===== src/rtl/router_pkg.sv =====
// Shared packet definitions for the node/router path.
package router_pkg;

    localparam int ADDR_W    = 4;
    localparam int PAYLOAD_W = 24;
    localparam int PKT_W     = ADDR_W + 1 + PAYLOAD_W;

    localparam int DEST_MSB  = 28;
    localparam int DEST_LSB  = 25;
    localparam int TYPE_BIT  = 24;

    // Packet layout shared with router_core: {dest, type, payload}.
    typedef struct packed {
        logic [ADDR_W-1:0]    dest;
        logic                 typ;
        logic [PAYLOAD_W-1:0] payload;
    } pkt_t;

    // Destination field of a raw packet word.
    function automatic logic [ADDR_W-1:0] pkt_dest(input logic [PKT_W-1:0] pkt);
        return pkt[DEST_MSB:DEST_LSB];
    endfunction

endpackage


===== src/rtl/node_tx_queue_if.sv =====
// Node-side and core-side signals of the node transmit queue.
// Handshake: a push happens at a rising edge where Node_Packet_Valid is high;
// it is accepted only while Node_Packet_Ready is high and dest != r_addr,
// otherwise it is dropped and counted. A pop happens at a rising edge where
// Core_Load_Ack and Packet_From_Node_Valid are both high; Packet_From_Node
// holds while Valid is high and no pop occurs.
interface node_tx_queue_if
    import router_pkg::*;
#(
    parameter int DEPTH = 4
);
    localparam int CNT_W = $clog2(DEPTH) + 1;

    logic [ADDR_W-1:0] r_addr;
    logic [PKT_W-1:0]  Node_Packet;
    logic              Node_Packet_Valid;
    logic              Node_Packet_Ready;
    logic [PKT_W-1:0]  Packet_From_Node;
    logic              Packet_From_Node_Valid;
    logic              Core_Load_Ack;
    logic [CNT_W-1:0]  Count;
    logic              Overflow;
    logic [7:0]        Drop_Count;

    // Node/core side: drives requests, observes queue state.
    modport master (
        output r_addr,
        output Node_Packet,
        output Node_Packet_Valid,
        output Core_Load_Ack,
        input  Node_Packet_Ready,
        input  Packet_From_Node,
        input  Packet_From_Node_Valid,
        input  Count,
        input  Overflow,
        input  Drop_Count
    );

    // Queue side.
    modport slave (
        input  r_addr,
        input  Node_Packet,
        input  Node_Packet_Valid,
        input  Core_Load_Ack,
        output Node_Packet_Ready,
        output Packet_From_Node,
        output Packet_From_Node_Valid,
        output Count,
        output Overflow,
        output Drop_Count
    );

endinterface


===== src/rtl/pkt_fifo_mem.sv =====
// Circular register array with write/read pointers and no flags.
// The caller decides when a push or pop is legal.
module pkt_fifo_mem #(
    parameter int DEPTH = 4,
    parameter int W     = 29
) (
    input  logic         clk_i,
    input  logic         rst_i,
    input  logic         push_i,
    input  logic         pop_i,
    input  logic [W-1:0] wdata_i,
    output logic [W-1:0] rdata_o
);
    localparam int PTR_W = $clog2(DEPTH);

    logic [W-1:0]     mem_q [DEPTH];
    logic [PTR_W-1:0] wr_ptr_q, wr_ptr_d;
    logic [PTR_W-1:0] rd_ptr_q, rd_ptr_d;

    // Pointer next state; wrap is free because DEPTH is a power of two.
    always_comb begin
        wr_ptr_d = wr_ptr_q;
        rd_ptr_d = rd_ptr_q;
        if (push_i) wr_ptr_d = wr_ptr_q + 1'b1;
        if (pop_i)  rd_ptr_d = rd_ptr_q + 1'b1;
    end

    // Pointer registers, cleared asynchronously.
    always_ff @(posedge clk_i or posedge rst_i) begin
        if (rst_i) begin
            wr_ptr_q <= '0;
            rd_ptr_q <= '0;
        end else begin
            wr_ptr_q <= wr_ptr_d;
            rd_ptr_q <= rd_ptr_d;
        end
    end

    // Storage write; contents are intentionally not reset.
    always_ff @(posedge clk_i) begin
        if (push_i) mem_q[wr_ptr_q] <= wdata_i;
    end

    assign rdata_o = mem_q[rd_ptr_q];

endmodule


===== src/rtl/node_tx_queue.sv =====
// Node transmit queue: buffers node packets until router_core acks them,
// rejecting self-addressed packets and counting every drop.
module node_tx_queue
    import router_pkg::*;
#(
    parameter int DEPTH = 4
) (
    input  logic                  Clk_R,
    input  logic                  Rst,
    node_tx_queue_if.slave        bus
);
    localparam int CNT_W = $clog2(DEPTH) + 1;
    localparam logic [CNT_W-1:0] FULL_CNT = CNT_W'(DEPTH);

    logic [CNT_W-1:0] count_q, count_d;
    logic             overflow_q, overflow_d;
    logic [7:0]       drop_q, drop_d;

    logic full, empty, self_addr;
    logic push_ok, pop_ok, drop;

    // Accept/drop decisions; full and empty come from the count register only.
    always_comb begin
        full      = (count_q == FULL_CNT);
        empty     = (count_q == '0);
        self_addr = (pkt_dest(bus.Node_Packet) == bus.r_addr);
        push_ok   = bus.Node_Packet_Valid && !full && !self_addr;
        pop_ok    = bus.Core_Load_Ack && !empty;
        drop      = bus.Node_Packet_Valid && (full || self_addr);
    end

    // Occupancy and drop bookkeeping next state.
    always_comb begin
        count_d    = count_q;
        overflow_d = overflow_q;
        drop_d     = drop_q;
        if (push_ok && !pop_ok)      count_d = count_q + 1'b1;
        else if (!push_ok && pop_ok) count_d = count_q - 1'b1;
        // A full queue rejects even when a pop frees a slot this cycle.
        if (bus.Node_Packet_Valid && full) overflow_d = 1'b1;
        if (drop && drop_q != 8'hFF)       drop_d = drop_q + 8'd1;
    end

    // Count and sticky flags, cleared asynchronously.
    always_ff @(posedge Clk_R or posedge Rst) begin
        if (Rst) begin
            count_q    <= '0;
            overflow_q <= 1'b0;
            drop_q     <= '0;
        end else begin
            count_q    <= count_d;
            overflow_q <= overflow_d;
            drop_q     <= drop_d;
        end
    end

    pkt_fifo_mem #(
        .DEPTH (DEPTH),
        .W     (PKT_W)
    ) u_mem (
        .clk_i   (Clk_R),
        .rst_i   (Rst),
        .push_i  (push_ok),
        .pop_i   (pop_ok),
        .wdata_i (bus.Node_Packet),
        .rdata_o (bus.Packet_From_Node)
    );

    assign bus.Node_Packet_Ready      = !full;
    assign bus.Packet_From_Node_Valid = !empty;
    assign bus.Count                  = count_q;
    assign bus.Overflow               = overflow_q;
    assign bus.Drop_Count             = drop_q;

endmodule


===== src/flat_wrapper.sv =====
// flat-port wrapper written by rule: the top's interface ports become plain ports
module node_tx_queue_flat import router_pkg::*;
#(
    parameter int DEPTH = 4
)
  (Clk_R, Rst, bus_r_addr, bus_Node_Packet, bus_Node_Packet_Valid, bus_Core_Load_Ack, bus_Node_Packet_Ready, bus_Packet_From_Node, bus_Packet_From_Node_Valid, bus_Count, bus_Overflow, bus_Drop_Count);
  node_tx_queue_if #(.DEPTH(DEPTH)) bus_i ();
  input  logic Clk_R;
  input  logic Rst;
  input wire logic [$bits(bus_i.r_addr)-1:0] bus_r_addr;
  input wire logic [$bits(bus_i.Node_Packet)-1:0] bus_Node_Packet;
  input wire logic [$bits(bus_i.Node_Packet_Valid)-1:0] bus_Node_Packet_Valid;
  input wire logic [$bits(bus_i.Core_Load_Ack)-1:0] bus_Core_Load_Ack;
  output wire logic [$bits(bus_i.Node_Packet_Ready)-1:0] bus_Node_Packet_Ready;
  output wire logic [$bits(bus_i.Packet_From_Node)-1:0] bus_Packet_From_Node;
  output wire logic [$bits(bus_i.Packet_From_Node_Valid)-1:0] bus_Packet_From_Node_Valid;
  output wire logic [$bits(bus_i.Count)-1:0] bus_Count;
  output wire logic [$bits(bus_i.Overflow)-1:0] bus_Overflow;
  output wire logic [$bits(bus_i.Drop_Count)-1:0] bus_Drop_Count;
  assign bus_i.r_addr = bus_r_addr;
  assign bus_i.Node_Packet = bus_Node_Packet;
  assign bus_i.Node_Packet_Valid = bus_Node_Packet_Valid;
  assign bus_i.Core_Load_Ack = bus_Core_Load_Ack;
  assign bus_Node_Packet_Ready = bus_i.Node_Packet_Ready;
  assign bus_Packet_From_Node = bus_i.Packet_From_Node;
  assign bus_Packet_From_Node_Valid = bus_i.Packet_From_Node_Valid;
  assign bus_Count = bus_i.Count;
  assign bus_Overflow = bus_i.Overflow;
  assign bus_Drop_Count = bus_i.Drop_Count;
  node_tx_queue #(.DEPTH(DEPTH)) u_core (.Clk_R(Clk_R), .Rst(Rst), .bus(bus_i));
endmodule

===== config.mk =====
export PLATFORM = sky130hd
export DESIGN_NAME = node_tx_queue_flat
export DESIGN_NICKNAME = d
export VERILOG_FILES = /design/src/rtl/router_pkg.sv /design/src/rtl/node_tx_queue_if.sv /design/src/rtl/pkt_fifo_mem.sv /design/src/rtl/node_tx_queue.sv /design/src/flat_wrapper.sv
export SDC_FILE = /design/constraint.sdc
export NUM_CORES = 1
export LEC_CHECK = 0
export ABC_AREA = 1
export CORE_AREA = 4 4 107 98
export CTS_CLUSTER_DIAMETER = 50
export DETAILED_ROUTE_END_ITERATION = 8
export DIE_AREA = 0 0 111 102
export PLACE_DENSITY = 0.79
export SLEW_MARGIN = 25
export SYNTH_ARGS = -nofsm -noshare
export SYNTH_HDL_FRONTEND = slang
export SYNTH_SLANG_ARGS = --single-unit

===== constraint.sdc =====
create_clock -name Clk_R -period 5.4 [get_ports Clk_R]
set_input_delay 0.54 -clock Clk_R [delete_from_list [all_inputs] [get_ports Clk_R]]
set_output_delay 0.54 -clock Clk_R [all_outputs]
set_load 0.02 [all_outputs]

==> results_dict.tcl <==
set metrics [dict create \
    dpl.hpwl_um 6410 \
    insertion_delay_ps 510 \
    die_h_um 102 \
    dp.cells 605 \
    dieArea_um2 11300 \
    syn_nets 463 \
    antenna_found_initial 0 \
    outcome "finished clean" \
    wl_met1_um 4480 \
    drv_cap 0 \
    async_flop_share_pct 12.1 \
    hold_class "in -> async" \
    report.final.slew_viol_count 0 \
    gp_congestion 0.790 \
    io-pin-count 80 \
    cts_root_buf "clkbuf_8" \
    cts_buffer_depth 2 \
    synth_cells 419 \
    yosysTopAreaCellShare_pct 65.4 \
    grt_overflow_total 0 \
    max_freq_mhz 257 \
    cts.sinks 132 \
    cts.repair.resized 0 \
    htreeDepth 4 \
    cpMaxStageDelayCell "dfrtp_2" \
    cpLargestDelayFamily "buffers and inverters" \
    arrival_ps 3350 \
    min_period_ps 3890 \
    rows 34 \
    drive_above_1_share_pct 9.04 \
    hold_buffers 0 \
    path_buf_inv 2 \
    nNetsFinal 542 \
    timing.final.crit_share_pct 72.1 \
    synth_commonest_cells "edfxtp_1 (116), nor2_1 (69), o21ai_0 (58)" \
    wl_met2_um 5670 \
    slew_headroom_pct 30.4 \
    wirelength_um 11200 \
    fin_skew_ps 8.42 \
    grt_max_degree 61 \
    core_um2 9490 \
    drt-initial-drc-count 264 \
    antenna_cells 0 \
    grt_util_all_layers_pct 20.5 \
    vias_per_cell 5.63 \
    cts_buffers 17 \
    final_antenna_net_count 0 \
    fp.dieW_um 111 \
    dr.pass1.iters 5 \
    power.ir.vdd_worst_mv 0.330 \
    postPlaceCellArea_um2 6220 \
    yosysUniqueCellTypes 28 \
    synth_edf_count 116 \
    max_stage_delay_ps 1040 \
    area_growth_pct 27.7 \
    synth_seq_area_share_pct 72.9 \
    dr.max_layer_used "met4" \
    utilization_pct 71.7 \
    worstSetupEndpointType "output pin" \
    synthTopCellsByArea "edfxtp_1 (65%), dfrtp_1 (7.5%), o21ai_0 (5.4%)" \
    design_area_um2 6800 \
    setup_tns_ps 0 \
    syn_area_per_cell_um2 12.7 \
    cts.clk_slew.worst_paths_ps 60 \
    synth_top_area_cell "edfxtp_1" \
    grt_pass1_wl_um 17600 \
    drc 0 \
    worst_slew_pin_slew_ps 1040 \
    fin_cells 635 \
    yosys_warnings 0 \
    num_vias 3572 \
    ys_ff_latch 132 \
    startpoint_type "register" \
    rsz0062_at_grt "no" \
    yosysMostFrequentCell "edfxtp_1" \
    critPathKind "reg -> out" \
    cts_tree "built" \
    io_buffers 79 \
    p_leak_uw 0.00247 \
    n_fill_cell 631 \
    syn_area_um2 5330 \
    grt_pass1_vias 3606 \
    powerDensity_nw_per_um2 589 \
    critPathMaxFanout 60 \
    crit_required_ps 4860 \
    finalPower_uw 4010 \
    initial_core_util_pct 56.1 \
    finalSetupViolCount 0 \
    cp_cell_sequence "inv_2, o21ai_0, o22ai_1, clkdlybuf4s50_1" \
    wl_per_cell_um 17.6 \
    post_cts_buffers 0 \
    hold_viol 0 \
    wl_met3_um 842 \
    synthFlopType "edfxtp_1" \
]
## layer usage
layer / GRT usage, % / vias to the layer above
met5: 0 / -
met4: 9.00 / 0
met3: 6.75 / 20
met2: 34.7 / 156
met1: 24.4 / 1739
li1: - / 1657
## per-stage QoR
stage,hold slack (ps),setup slack (ps)
after floorplan,454,2780
after global placement,460,2270
after detailed placement,483,2070
after CTS,402,1500
after global routing,423,1290
final,408,1510
## kinds of logic (layout without fill, tap and decap cells)
family / count (synthesis) / count (layout) / share of synthesized area (%)
adders and majority gates: 7 / 7 / 1.79
xor gates and xnor gates: 7 / 7 / 1.15
and+or+nand+nor: 134 / 134 / 11.2
buffers and inverters: 47 / 137 / 3.62
AOI/OAI and AO/OA: 92 / 92 / 9.37
DFF: 132 / 132 / 72.9
## flip-flops by register name (all words and copies together) (netlist names)
name	cells
u_core.u_mem.mem_q	116
u_core.bus.Drop_Count	8
u_core.bus.Count	3
u_core.u_mem.rd_ptr_q	2
u_core.u_mem.wr_ptr_q	2
u_core.bus.Overflow	1
## worst reg2reg max path: cells and delay by family, from the launching register on
| kind | cells | cell delay (ps) |
|---|---|---|
| adders and majority gates | 2 | 560 |
| DFF | 1 | 440 |
| and+or+nand+nor | 2 | 410 |
| buffers and inverters | 3 | 380 |
| AOI/OAI and AO/OA | 2 | 260 |
| xor gates and xnor gates | 1 | 160 |
## layout by cell type (no fill, tap or decap)
| cell type | n |
|---|---|
| a21oi_1 | 3 |
| bufinv_16 | 4 |
| clkbuf_1 | 3 |
| clkbuf_16 | 16 |
| clkbuf_8 | 1 |
| clkdlybuf4s50_1 | 79 |
| clkinv_2 | 3 |
| clkinv_4 | 1 |
| clkinvlp_4 | 2 |
| dfrtp_1 | 15 |
| dfrtp_2 | 1 |
| edfxtp_1 | 116 |
| fa_1 | 1 |
| ha_1 | 6 |
| inv_1 | 25 |
| inv_2 | 3 |
| nand2_1 | 42 |
| nand2_2 | 3 |
| nand2_4 | 2 |
| nand3_1 | 4 |
| nand3_2 | 2 |
| nand3_4 | 1 |
| nand3b_1 | 1 |
| nand4_1 | 7 |
| nor2_1 | 65 |
| nor2_2 | 1 |
| nor2_4 | 5 |
| nor3_2 | 1 |
| o21ai_0 | 58 |
| o21ai_1 | 1 |
| o21bai_1 | 1 |
| o22ai_1 | 29 |
| xnor2_1 | 1 |
| xor2_1 | 6 |
## layout make-up
cell class	instances	area, um^2	share of cell area, %
clock buffer	20	425	6.25
timing repair buffer	79	791	11.6
multi-input combinational	240	1280	18.8
clock inverter	10	159	2.34
inverter	28	105	1.54
sequential	132	3880	57.1
tap	126	158	2.32
## final timing paths
path,slack (ps),start,cells past startpoint,to
min in group Clk_R,490,u_core.bus.Overflow$_DFFE_PP0P_,1,u_core.bus.Overflow$_DFFE_PP0P_
setup reg to reg,3080,u_core.bus.Count[0]$_DFFE_PP0P_,10,u_core.bus.Count[2]$_DFFE_PP0P_
setup / recovery,1510,u_core.u_mem.rd_ptr_q[0]$_DFFE_PP0P_,4,bus_Packet_From_Node[25]
max in group asynchronous,4530,Rst,2,u_core.u_mem.rd_ptr_q[0]$_DFFE_PP0P_
hold reg to reg,490,u_core.bus.Overflow$_DFFE_PP0P_,1,u_core.bus.Overflow$_DFFE_PP0P_
hold / removal,410,Rst,2,u_core.bus.Drop_Count[4]$_DFFE_PP0P_
## power by group
group,internal [uW],leakage (uW),switching (uW),total [uW]
logic,559,0.000935,823,1380
registers,1330,0.00126,171,1500
clock network,741,0.000281,386,1130
Power figures use the tool's default switching activity.
